<file path="src/rtl/board_io_pkg.sv">
// -----------------------------------------------------------------------------
// board_io_pkg
// Shared definitions for the board I/O bridge: PWM counter width, a helper
// that sizes counters able to hold the value n, and the PWM word type.
// -----------------------------------------------------------------------------
package board_io_pkg;

  localparam int PWM_W = 8;

  typedef logic [PWM_W-1:0] pwm_t;

  // Bits needed to represent 0..n inclusive.
  function automatic int cnt_w(input int n);
    return $clog2(n + 1);
  endfunction

endpackage

</file>
<file path="src/rtl/sw_debounce.sv">
// -----------------------------------------------------------------------------
// sw_debounce
// One switch channel: 2-flop synchroniser, consecutive-sample debounce counter,
// accepted (stable) level and a 1-cycle change-event pulse.
// Ports:
//   clk, rst_n  board clock, asynchronous active-low reset
//   i_pin       raw asynchronous switch pin
//   o_stable    debounced level
//   o_event     1-cycle pulse on the edge o_stable changes
// -----------------------------------------------------------------------------
module sw_debounce
  import board_io_pkg::*;
#(
  parameter int DEBOUNCE_CYCLES = 1000000
) (
  input  logic clk,
  input  logic rst_n,
  input  logic i_pin,
  output logic o_stable,
  output logic o_event
);

  localparam int             CW      = cnt_w(DEBOUNCE_CYCLES);
  localparam logic [CW-1:0]  CNT_MAX = CW'(DEBOUNCE_CYCLES - 1);

  logic          r_meta;
  logic          r_sync;
  logic          r_stable;
  logic          r_event;
  logic [CW-1:0] r_cnt;

  always_ff @(posedge clk or negedge rst_n) begin
    if (!rst_n) begin
      r_meta   <= 1'b0;
      r_sync   <= 1'b0;
      r_stable <= 1'b0;
      r_event  <= 1'b0;
      r_cnt    <= '0;
    end else begin
      // NOTE: non-blocking assignments here so every flop samples the values
      // from before this edge; blocking would collapse the synchroniser.
      r_meta  <= i_pin;
      r_sync  <= r_meta;
      r_event <= 1'b0;
      if (r_sync != r_stable) begin
        // The sample that completes the run is the accept point; the counter
        // therefore tops out at DEBOUNCE_CYCLES-1 and never wraps.
        if (r_cnt == CNT_MAX) begin
          r_stable <= r_sync;
          r_cnt    <= '0;
          r_event  <= 1'b1;
        end else begin
          r_cnt <= r_cnt + 1'b1;
        end
      end else begin
        // Any agreeing sample discards a partial run (glitch rejection).
        r_cnt <= '0;
      end
    end
  end

  assign o_stable = r_stable;
  assign o_event  = r_event;

endmodule

</file>
<file path="src/rtl/board_io_bridge.sv">
// -----------------------------------------------------------------------------
// board_io_bridge
// Board-side glue between FPGA pins and a SoC GPIO port.
//   - core_ce: clock enable, high one cycle in every CLK_DIV
//   - gpio_read / sw_event: synchronised, debounced switches with change pulses
//   - led_o: registered gpio_write masked by gpio_write_en
// Optional feature (macro LED_PWM_EN): 8-bit PWM brightness on led_o, duty
// taken from pwm_duty and reloaded only at the PWM period boundary.
// Ports:
//   clk, rst_n      board clock, asynchronous active-low reset
//   sw_i            raw switch pins (asynchronous)
//   gpio_read       debounced switch state
//   sw_event        per-channel 1-cycle change pulse
//   gpio_write      SoC GPIO write data (LED slice)
//   gpio_write_en   SoC GPIO write enable (LED slice)
//   pwm_duty        LED brightness (used only with LED_PWM_EN)
//   led_o           LED pins
//   core_ce         core clock enable
// -----------------------------------------------------------------------------
module board_io_bridge
  import board_io_pkg::*;
#(
  parameter int NUM_SW          = 16,
  parameter int NUM_LED         = 16,
  parameter int DEBOUNCE_CYCLES = 1000000,
  parameter int CLK_DIV         = 2
) (
  input  logic               clk,
  input  logic               rst_n,
  input  logic [NUM_SW-1:0]  sw_i,
  output logic [NUM_SW-1:0]  gpio_read,
  output logic [NUM_SW-1:0]  sw_event,
  input  logic [NUM_LED-1:0] gpio_write,
  input  logic [NUM_LED-1:0] gpio_write_en,
  input  logic [PWM_W-1:0]   pwm_duty,
  output logic [NUM_LED-1:0] led_o,
  output logic               core_ce
);

  // ---------------------------------------------------------------------------
  // Elaboration-time parameter checks
  // ---------------------------------------------------------------------------
  if (NUM_SW < 1) begin : g_bad_num_sw
    $error("board_io_bridge: NUM_SW must be >= 1");
  end
  if (NUM_LED < 1) begin : g_bad_num_led
    $error("board_io_bridge: NUM_LED must be >= 1");
  end
  if (DEBOUNCE_CYCLES < 1) begin : g_bad_debounce
    $error("board_io_bridge: DEBOUNCE_CYCLES must be >= 1");
  end
  if (CLK_DIV < 1) begin : g_bad_clk_div
    $error("board_io_bridge: CLK_DIV must be >= 1");
  end

  // ---------------------------------------------------------------------------
  // Clock-enable divider
  // ---------------------------------------------------------------------------
  localparam int               DIV_W   = cnt_w(CLK_DIV);
  localparam logic [DIV_W-1:0] DIV_MAX = DIV_W'(CLK_DIV - 1);

  logic [DIV_W-1:0] r_div_cnt;
  logic [DIV_W-1:0] w_div_nxt;
  logic             r_core_ce;

  always_comb begin
    // NOTE: a default on every path keeps this block purely combinational;
    // a missing else branch would infer a latch.
    w_div_nxt = r_div_cnt + 1'b1;
    if (r_div_cnt == DIV_MAX) begin
      w_div_nxt = '0;
    end
  end

  // core_ce is registered alongside the count (compared on the next value), so
  // it reads 0 in reset even when CLK_DIV=1 and tracks div_cnt==CLK_DIV-1.
  always_ff @(posedge clk or negedge rst_n) begin
    if (!rst_n) begin
      r_div_cnt <= '0;
      r_core_ce <= 1'b0;
    end else begin
      r_div_cnt <= w_div_nxt;
      r_core_ce <= (w_div_nxt == DIV_MAX);
    end
  end

  assign core_ce = r_core_ce;

  // ---------------------------------------------------------------------------
  // Switch channels
  // ---------------------------------------------------------------------------
  for (genvar g = 0; g < NUM_SW; g++) begin : g_sw
    sw_debounce #(
      .DEBOUNCE_CYCLES(DEBOUNCE_CYCLES)
    ) u_sw_debounce (
      .clk      (clk),
      .rst_n    (rst_n),
      .i_pin    (sw_i[g]),
      .o_stable (gpio_read[g]),
      .o_event  (sw_event[g])
    );
  end

  // ---------------------------------------------------------------------------
  // LED drive (every clk, independent of core_ce)
  // ---------------------------------------------------------------------------
  logic [NUM_LED-1:0] r_led;

`ifdef LED_PWM_EN
  localparam pwm_t PWM_MAX = '1;

  pwm_t r_pwm_cnt;
  pwm_t r_duty_q;
  logic w_pwm_on;

  assign w_pwm_on = (r_pwm_cnt < r_duty_q);

  always_ff @(posedge clk or negedge rst_n) begin
    if (!rst_n) begin
      r_pwm_cnt <= '0;
      r_duty_q  <= '1;
      r_led     <= '0;
    end else begin
      r_pwm_cnt <= r_pwm_cnt + 1'b1;
      // Reload only at the 255->0 wrap so a period never mixes two duties.
      if (r_pwm_cnt == PWM_MAX) begin
        r_duty_q <= pwm_duty;
      end
      r_led <= gpio_write & gpio_write_en & {NUM_LED{w_pwm_on}};
    end
  end
`else
  logic w_unused_pwm_duty;
  assign w_unused_pwm_duty = ^pwm_duty;

  always_ff @(posedge clk or negedge rst_n) begin
    if (!rst_n) begin
      r_led <= '0;
    end else begin
      r_led <= gpio_write & gpio_write_en;
    end
  end
`endif

  assign led_o = r_led;

endmodule
</file>
<file path="config.mk">
export PLATFORM = sky130hd
export DESIGN_NAME = board_io_bridge
export DESIGN_NICKNAME = d
export VERILOG_FILES = /design/src/rtl/board_io_pkg.sv /design/src/rtl/sw_debounce.sv /design/src/rtl/board_io_bridge.sv
export SDC_FILE = /design/constraint.sdc
export NUM_CORES = 1
export LEC_CHECK = 0
export BUFFER_PORTS_ARGS = -buffer_cell sky130_fd_sc_hd__buf_2
export CAP_MARGIN = 20
export CORE_ASPECT_RATIO = 0.6
export CORE_MARGIN = 8
export CORE_UTILIZATION = 45
export DETAILED_ROUTE_END_ITERATION = 16
export PLACE_DENSITY = 0.64
export SETUP_SLACK_MARGIN = 0.2
export SLEW_MARGIN = 20
export SYNTH_ARGS = -nofsm -noshare
export SYNTH_HDL_FRONTEND = slang
export SYNTH_SLANG_ARGS = --single-unit
</file>
<file path="constraint.sdc">
create_clock -name clk -period 2.5 [get_ports clk]
set_input_delay 0 -clock clk [delete_from_list [all_inputs] [get_ports clk]]
set_output_delay 0 -clock clk [all_outputs]
set_load 0.005 [all_outputs]
</file>
==> results of run 1 <==
==> metal layers <==
layer,global-route usage (%),wire length (um)
met1,23.3,19600
met2,22.8,16400
met3,3.06,1610
met4,4.42,880
met5,0,0
==> where the power goes <==
part	switching, mW	leakage (nW)	internal, mW
clock	2.55	0.730	4.20
combinational	0.319	2.96	0.212
sequential	0.0905	5.49	6.62
total	2.96	9.17	11.0
==> state kept, by name (all words and copies together) (netlist names) <==
name and cells:
core_ce 1, led_o 16, g_sw.u_sw_debounce.o_stable 16, r_div_cnt 2
g_sw.u_sw_debounce.r_cnt 320, g_sw.u_sw_debounce.r_sync 16, g_sw.u_sw_debounce.o_event 16, g_sw.u_sw_debounce.r_meta 16
==> cell families after synthesis <==
family / count (synthesis)
simple gates: 877
flops: 403
xor+xnor: 209
compound gates: 206
buf+inv: 149
mux: 16
fa+ha+maj: 16
==> layout make-up <==
cell class              count  area share [%]
clock buffers              59            5.51
clock inverters            14            1.30
inverters                  60            1.02
multi-input cells        1324            37.0
flip-flops and latches    403            45.8
well taps                 570            3.24
repair buffers            186            6.13
==> worst paths after layout <==
path,startpoint,to,slack (ns)
worst max-delay path,g_sw[15].u_sw_debounce.r_cnt[13]$_DFF_PN0_,g_sw[15].u_sw_debounce.o_stable$_DFFE_PN0P_,0.21
worst min-delay path,rst_n,g_sw[14].u_sw_debounce.r_cnt[14]$_DFF_PN0_,0.01
worst max register to register,g_sw[15].u_sw_debounce.r_cnt[13]$_DFF_PN0_,g_sw[15].u_sw_debounce.o_stable$_DFFE_PN0P_,0.21
worst min register to register,g_sw[7].u_sw_debounce.r_meta$_DFF_PN0_,g_sw[7].u_sw_debounce.r_sync$_DFF_PN0_,0.34
max in group asynchronous,rst_n,g_sw[12].u_sw_debounce.r_cnt[12]$_DFF_PN0_,1.58
min in group clk,sw_i[4],g_sw[4].u_sw_debounce.r_meta$_DFF_PN0_,0.10
==> metrics by stage <==
step           cell area [um^2]  total power [mW]  hold slack (ns)  instances  setup slack [ns]
3_5_place_dp              20000              7.32          -0.0184       2488             0.164
3_3_place_gp              20000              7.30          -0.0200       2488             0.185
5_1_grt                   22000              14.5           0.0601       2616             0.171
2_1_floorplan             18900              7.01           -0.296       1876             0.208
4_1_cts                   22000              14.2           0.0254       2614             0.209
6_report                  22000              14.0           0.0128       2616             0.212
==> worst max-delay path: stages, from the launching register on <==
cell     delay [ns]
dfrtp_1        0.42
or4_4          0.49
or4_4          0.52
or4_4          0.45
mux2_4         0.30
==> placed cells by master, fill, tap and decap left out, types with 46 or more instances in the layout <==
cell type,instances
nand3_1,120
dlygate4sd3_1,49
or3_1,48
dfrtp_1,402
xnor2_1,109
xor2_1,100
inv_1,60
nor2_1,244
buf_2,97
a21oi_1,95
or4_1,67
nand4_1,71
nand2_1,101
o31ai_1,46
==> timing repair <==
action,CTS,global route
hold buffers,49,0
pin swaps,1,1
hold endpoints to repair,378,0
endpoints found under the setup margin,1,60
resized for setup,0,9
setup buffers,4,2
==> run_results.csv, run 1 <==
group,metric,value,unit
run_status,status,"completed",
routing,drc,0,
logic_synthesis,yosys.area_share.simple,24.7,%
finish,areaGrowthSynthToFinish,16.7,%
setup_path,worstSetupEndpointType,"flip-flop",
floorplanning,die_w,280,um
routing,drt_pass1_iterations,5,
clocking,htreeDepth,2,
setup_path,r2r.worst_path.cells,4,
clocking,cts_tree,"yes",
sta,skew,0.0118,ns
logic_synthesis,synth-edff-count,0,
setup_path,worstPathArrival,2.71,ns
finish,drive_above_1_share,13.1,%
routing,routedWlPerCell,14.7,um
logic_synthesis,synth_top_family_by_area,"simple AND/OR/NAND/NOR gates",
clocking,clk_path_buf_depth,3,
logic_synthesis,ys_top_cells_by_area,"dfrtp_1 53%, xnor2_1 5.1%, nor2_1 4.9%, xor2_1 4.6%, nand3_1 3.2%",
pwr,peakVddDrop,0.341,mV
place,port_buffers,98,
floorplanning,coreArea,41700,um^2
logic_synthesis,ys.flop_type,"dfrtp_1",
pwr,p_per_area,635,nW/um^2
routing,drt_iter0_drc,1010,
logic_synthesis,synth_top_area_cell,"dfrtp_1",
sta,timing.slew.headroom,53.6,%
finish,fin_nets,2089,
setup_path,path_max_fanout,4,
logic_synthesis,ys_async_sr_fraction,100,%
logic_synthesis,yosys-top-cells-count,"403 x dfrtp_1, 246 x nor2_1, 120 x nand3_1, 109 x xnor2_1, 101 x nand2_1",
logic_synthesis,synth_adder_area_share,1.06,%
place,hpwl,26100,um
sta,tightest_slew,0.687,ns
run,cap_viol_max_count,0,
sta,hold_viol_final,0,
sta,period_share,91.5,%
grt,grt_pass1_wl,66200,um
floorplanning,io_pins,107,
grt,grt_use_total,15.6,%
routing,avgViaCountPerCell,5.34,
setup_path,required,2.92,ns
clocking,clock_latency,0.54,ns
logic_synthesis,synth_compound_area_share,6.45,%
finish,fillerInstances,3731,
logic_synthesis,synthDominantCellAreaShare,53.4,%
logic_synthesis,synth-seq-area-share,53.4,%
floorplanning,die-area,49000,um^2
logic_synthesis,synth_cell_types,46,
finish,utilization,52.9,%
grt,grt_start_max_net_pins,91,
sta,maxSlewViolCount,0,
pwr,leakagePower,9.17,nW
logic_synthesis,syn_inst,1876,
floorplanning,rows,58,
setup_path,worstSetupPathType,"reg2reg",
finish,diodes,0,
setup_path,crit_path_start_kind,"flip-flop",
grt,gr-total-overflow,0,
routing,wl,38500,um
clocking,cts_inserted_buffers,40,
sta,rsz0062_at_grt,"true",
finish,multi_input_area,8150,um^2
logic_synthesis,synth.cell_area,18900,um^2
clocking,cts_root_buf,"clkbuf_16",
place,place_congestion,0.802,
clocking,clk_pin_slew,0.06,ns
sta,max_freq,0.437,GHz
floorplanning,die_height,175,um
finish,seqCellArea,10100,um^2
sta,period_needed,2.29,ns
logic_synthesis,syn_nets,1950,
logic_synthesis,synth_warnings,0,
sta,finalSetupTns,0,ns
sta,setup_violations,0,
logic_synthesis,synthXorXnorAreaFrac,9.69,%
logic_synthesis,yosysMostFrequentCell,"dfrtp_1",
routing,via_count,14000,
clocking,clock_sinks,403,
logic_synthesis,synth.area.mux_share,0.974,%
logic_synthesis,ys_ff_latch,403,
routing,drtAntennaViolNets,0,
floorplanning,initial_utilization,45.3,%
logic_synthesis,avgSynthCellArea,10.1,um^2
grt,grt_pass1_vias,13700,
grt,antenna_found_initial,0,
hold_path,hold_class,"in2async",
Power figures use the tool's default switching activity.
==> run 2, diff against run 1 <==
Settings changed: ABC_AREA set to 1, GPL_TIMING_DRIVEN set to 0, PLACE_DENSITY 0.64 to not set.
==> run 2 against run 1 <==
  * Utilization is 0.48 points lower
  * Non-clock buffer count up 13
  * Register-to-register slack gained 0.60 ns
  * Critical path type unchanged
  * Highest routed layer unchanged
==> run_results.csv, run 2 <==
group,metric,value,unit
routing,met2_length,17600,um
setup_path,worstPathArrival,2.11,ns
logic_synthesis,yosys-top-cells-count,"715 x nor2_1, 476 x nand2_1, 403 x dfrtp_1, 233 x nand3_1, 221 x inv_1",
sta,rsz0062_at_grt,"false",
place,port_buffers,98,
logic_synthesis,synth_cell_types,30,
setup_path,r2r.worst_path.cells,6,
routing,drtAntennaViolNets,0,
floorplanning,coreArea,46000,um^2
routing,drt_pass1_iterations,5,
finish,fillerInstances,4303,
sta,tightest_slew,0.582,ns
setup_path,r2r-end,"g_sw[11].u_sw_debounce.r_cnt[9]$_DFF_PN0_",
clocking,cts_tree,"yes",
place,hpwl,32700,um
logic_synthesis,yosysMostFrequentCell,"nor2_1",
setup_path,r2r_setup_slack,0.82,ns
logic_synthesis,synth_warnings,0,
floorplanning,rows,61,
finish,top_register,"g_sw.u_sw_debounce.r_cnt",
sta,timing.slew.headroom,61.2,%
logic_synthesis,ys_async_sr_fraction,100,%
finish,diodes,0,
sta,period_needed,1.68,ns
sta,period_share,67.3,%
finish,utilization,52.4,%
pwr,p_switching,2.97,mW
logic_synthesis,ys_ff_latch,403,
pwr,power.share.clock,46.2,%
setup_path,crit_path_start_kind,"flip-flop",
floorplanning,initial_utilization,45.3,%
floorplanning,die-area,53700,um^2
floorplanning,io_pins,107,
clocking,clk_path_buf_depth,3,
routing,met1_length,23900,um
clocking,clock_latency,0.54,ns
setup_path,worstSetupPathType,"reg2reg",
routing,drc,0,
grt,antenna_found_initial,0,
setup_path,worstSetupEndpointType,"flip-flop",
clocking,htreeDepth,2,
grt,gr-total-overflow,0,
sta,setup_ws,0.817,ns
logic_synthesis,ys.flop_type,"dfrtp_1",
pwr,sequentialPowerShare,49.7,%
grt,grt_start_max_net_pins,96,
hold_path,hold_class,"in2async",
routing,top_layer_used,"met4",
pwr,switching_share,22.0,%
finish,largest_reg_flops,320,
routing,drt_iter0_drc,1400,
place,place_ws,0.819,ns
logic_synthesis,synth-seq-area-share,48.4,%
sta,hold_viol_final,0,
finish,final_common_cell,"nor2_1",
setup_path,path_max_fanout,9,
setup_path,r2r-start,"g_sw[11].u_sw_debounce.r_cnt[0]$_DFF_PN0_",
routing,wl_met3,2970,um
floorplanning,die_height,183,um
routing,wl,45100,um
finish,seqCellArea,10100,um^2
grt,grt_pass1_wl,78100,um
sta,setup_violations,0,
finish,areaGrowthSynthToFinish,15.7,%
routing,avgViaCountPerCell,4.87,
place,place_congestion,0.909,
logic_synthesis,syn_nets,2679,
clocking,clock_sinks,403,
pwr,intPower,10.5,mW
finish,multi_input_area,9630,um^2
setup_path,required,2.92,ns
sta,holdWs,0.0395,ns
logic_synthesis,synth_top_area_cell,"dfrtp_1",
finish,final_cell_mix,"715 x nor2_1, 476 x nand2_1, 403 x dfrtp_1, 233 x nand3_1, 221 x inv_1",
clocking,cts_root_buf,"clkbuf_16",
pwr,leakagePower,10.4,nW
logic_synthesis,synthDominantCellAreaShare,48.4,%
routing,routedWlPerCell,13.0,um
pwr,report.power.total,13.5,mW
finish,fin_nets,2873,
floorplanning,die_w,294,um
sta,finalSetupTns,0,ns
run,cap_viol_max_count,0,
clocking,post-cts-setup-buffers,0,
logic_synthesis,synth-edff-count,0,
grt,grt_use_total,17.0,%
pwr,p_per_area,558,nW/um^2
run_status,status,"completed",
finish,drive_above_1_share,11.6,%
clocking,cts_inserted_buffers,40,
grt,grt_pass1_vias,15800,
pwr,peakVddDrop,0.446,mV
logic_synthesis,avgSynthCellArea,8.00,um^2
logic_synthesis,ys_top_cells_by_area,"dfrtp_1 48%, nor2_1 13%, nand2_1 8.6%, nand3_1 5.6%, xor2_1 4.0%",
routing,via_count,16800,
logic_synthesis,synth.cell_area,20900,um^2
pwr,combPwrFrac,4.1,%
logic_synthesis,syn_inst,2605,
sta,skew,0.0185,ns
sta,maxSlewViolCount,0,
clocking,clk_pin_slew,0.06,ns
sta,max_freq,0.594,GHz
-- run 2: cell types whose count changed after synthesis, sizes merged, moves of 53 or more --
cell   before  now
a21oi      95   42
inv        60  224
nand2     101  510
nand3     120  257
nor2      246  769
or4        71    0
-- run 2: cells by family after synthesis --
logic type                 after synthesis  share of synthesized area, %
and+or+nand+nor                       1653                          35.4
AOI/OAI and AO/OA                       79                          2.08
DFF                                    403                          48.4
adders and majority gates               16                         0.960
buffers and inverters                  271                          5.45
xor gates and xnor gates               183                          7.72
-- run 2: power by group through the flow --
stage	clock (mW)	sequential [mW]	combinational, mW
global placement	0	6.81	0.472
detailed placement	0	6.81	0.507
finish	6.22	6.69	0.551
floorplan	0	6.80	0.226
CTS	6.47	6.69	0.572
global route	6.75	6.70	0.639
-- run 2: cell type report --
type	count	area share (%)
inverter	224	3.49
timing repair buffer	152	4.68
clock buffer	53	4.81
buffer	47	1.23
tap	630	3.27
multi-input combinational	1931	39.9
clock inverter	16	0.773
sequential	403	41.8
-- run 2: timing repair --
action / 4_1_cts / 5_1_grt
hold endpoints to repair: 258 / 0
gates resized for setup: 0 / 0
hold buffers: 50 / 0
-- run 2: metal layers --
metal  up-vias  global-route usage [%]
met5         -                       0
met4         0                    3.29
met3        52                    3.53
met2       434                    23.0
met1      7779                    27.3
li1       8563                       -
-- run 2: worst max path at each step --
stage / startpoint / to / slack (ns) / depth (start not counted)
2_1_floorplan: g_sw[11].u_sw_debounce.r_cnt[0]$_DFF_PN0_ / g_sw[11].u_sw_debounce.r_cnt[9]$_DFF_PN0_ / 1.15 / 6
3_5_place_dp: g_sw[11].u_sw_debounce.r_cnt[0]$_DFF_PN0_ / g_sw[11].u_sw_debounce.r_cnt[9]$_DFF_PN0_ / 0.82 / 6
5_1_grt: g_sw[10].u_sw_debounce.r_cnt[0]$_DFF_PN0_ / g_sw[10].u_sw_debounce.r_cnt[18]$_DFF_PN0_ / 0.66 / 8
4_1_cts: g_sw[11].u_sw_debounce.r_cnt[0]$_DFF_PN0_ / g_sw[11].u_sw_debounce.r_cnt[9]$_DFF_PN0_ / 0.80 / 6
6_report: g_sw[11].u_sw_debounce.r_cnt[0]$_DFF_PN0_ / g_sw[11].u_sw_debounce.r_cnt[9]$_DFF_PN0_ / 0.82 / 6
3_3_place_gp: rst_n / g_sw[5].u_sw_debounce.r_cnt[16]$_DFF_PN0_ / -6.73 / 1
-- run 2: worst max-delay path: stages, from the launching register on --
cell and delay [ns]:
dfrtp_1 0.37, ha_1 0.20, nand3_1 0.13, nor2_1 0.27, nand3_2 0.24, nand2_1 0.27
nor2_1 0.09
-- run 2: metrics by stage --
stage	cell area, um^2	std cells
floorplan	20900	2605
global placement	22100	3333
detailed placement	22300	3337
CTS	24100	3456
global route	24100	3456
finish	24100	3456
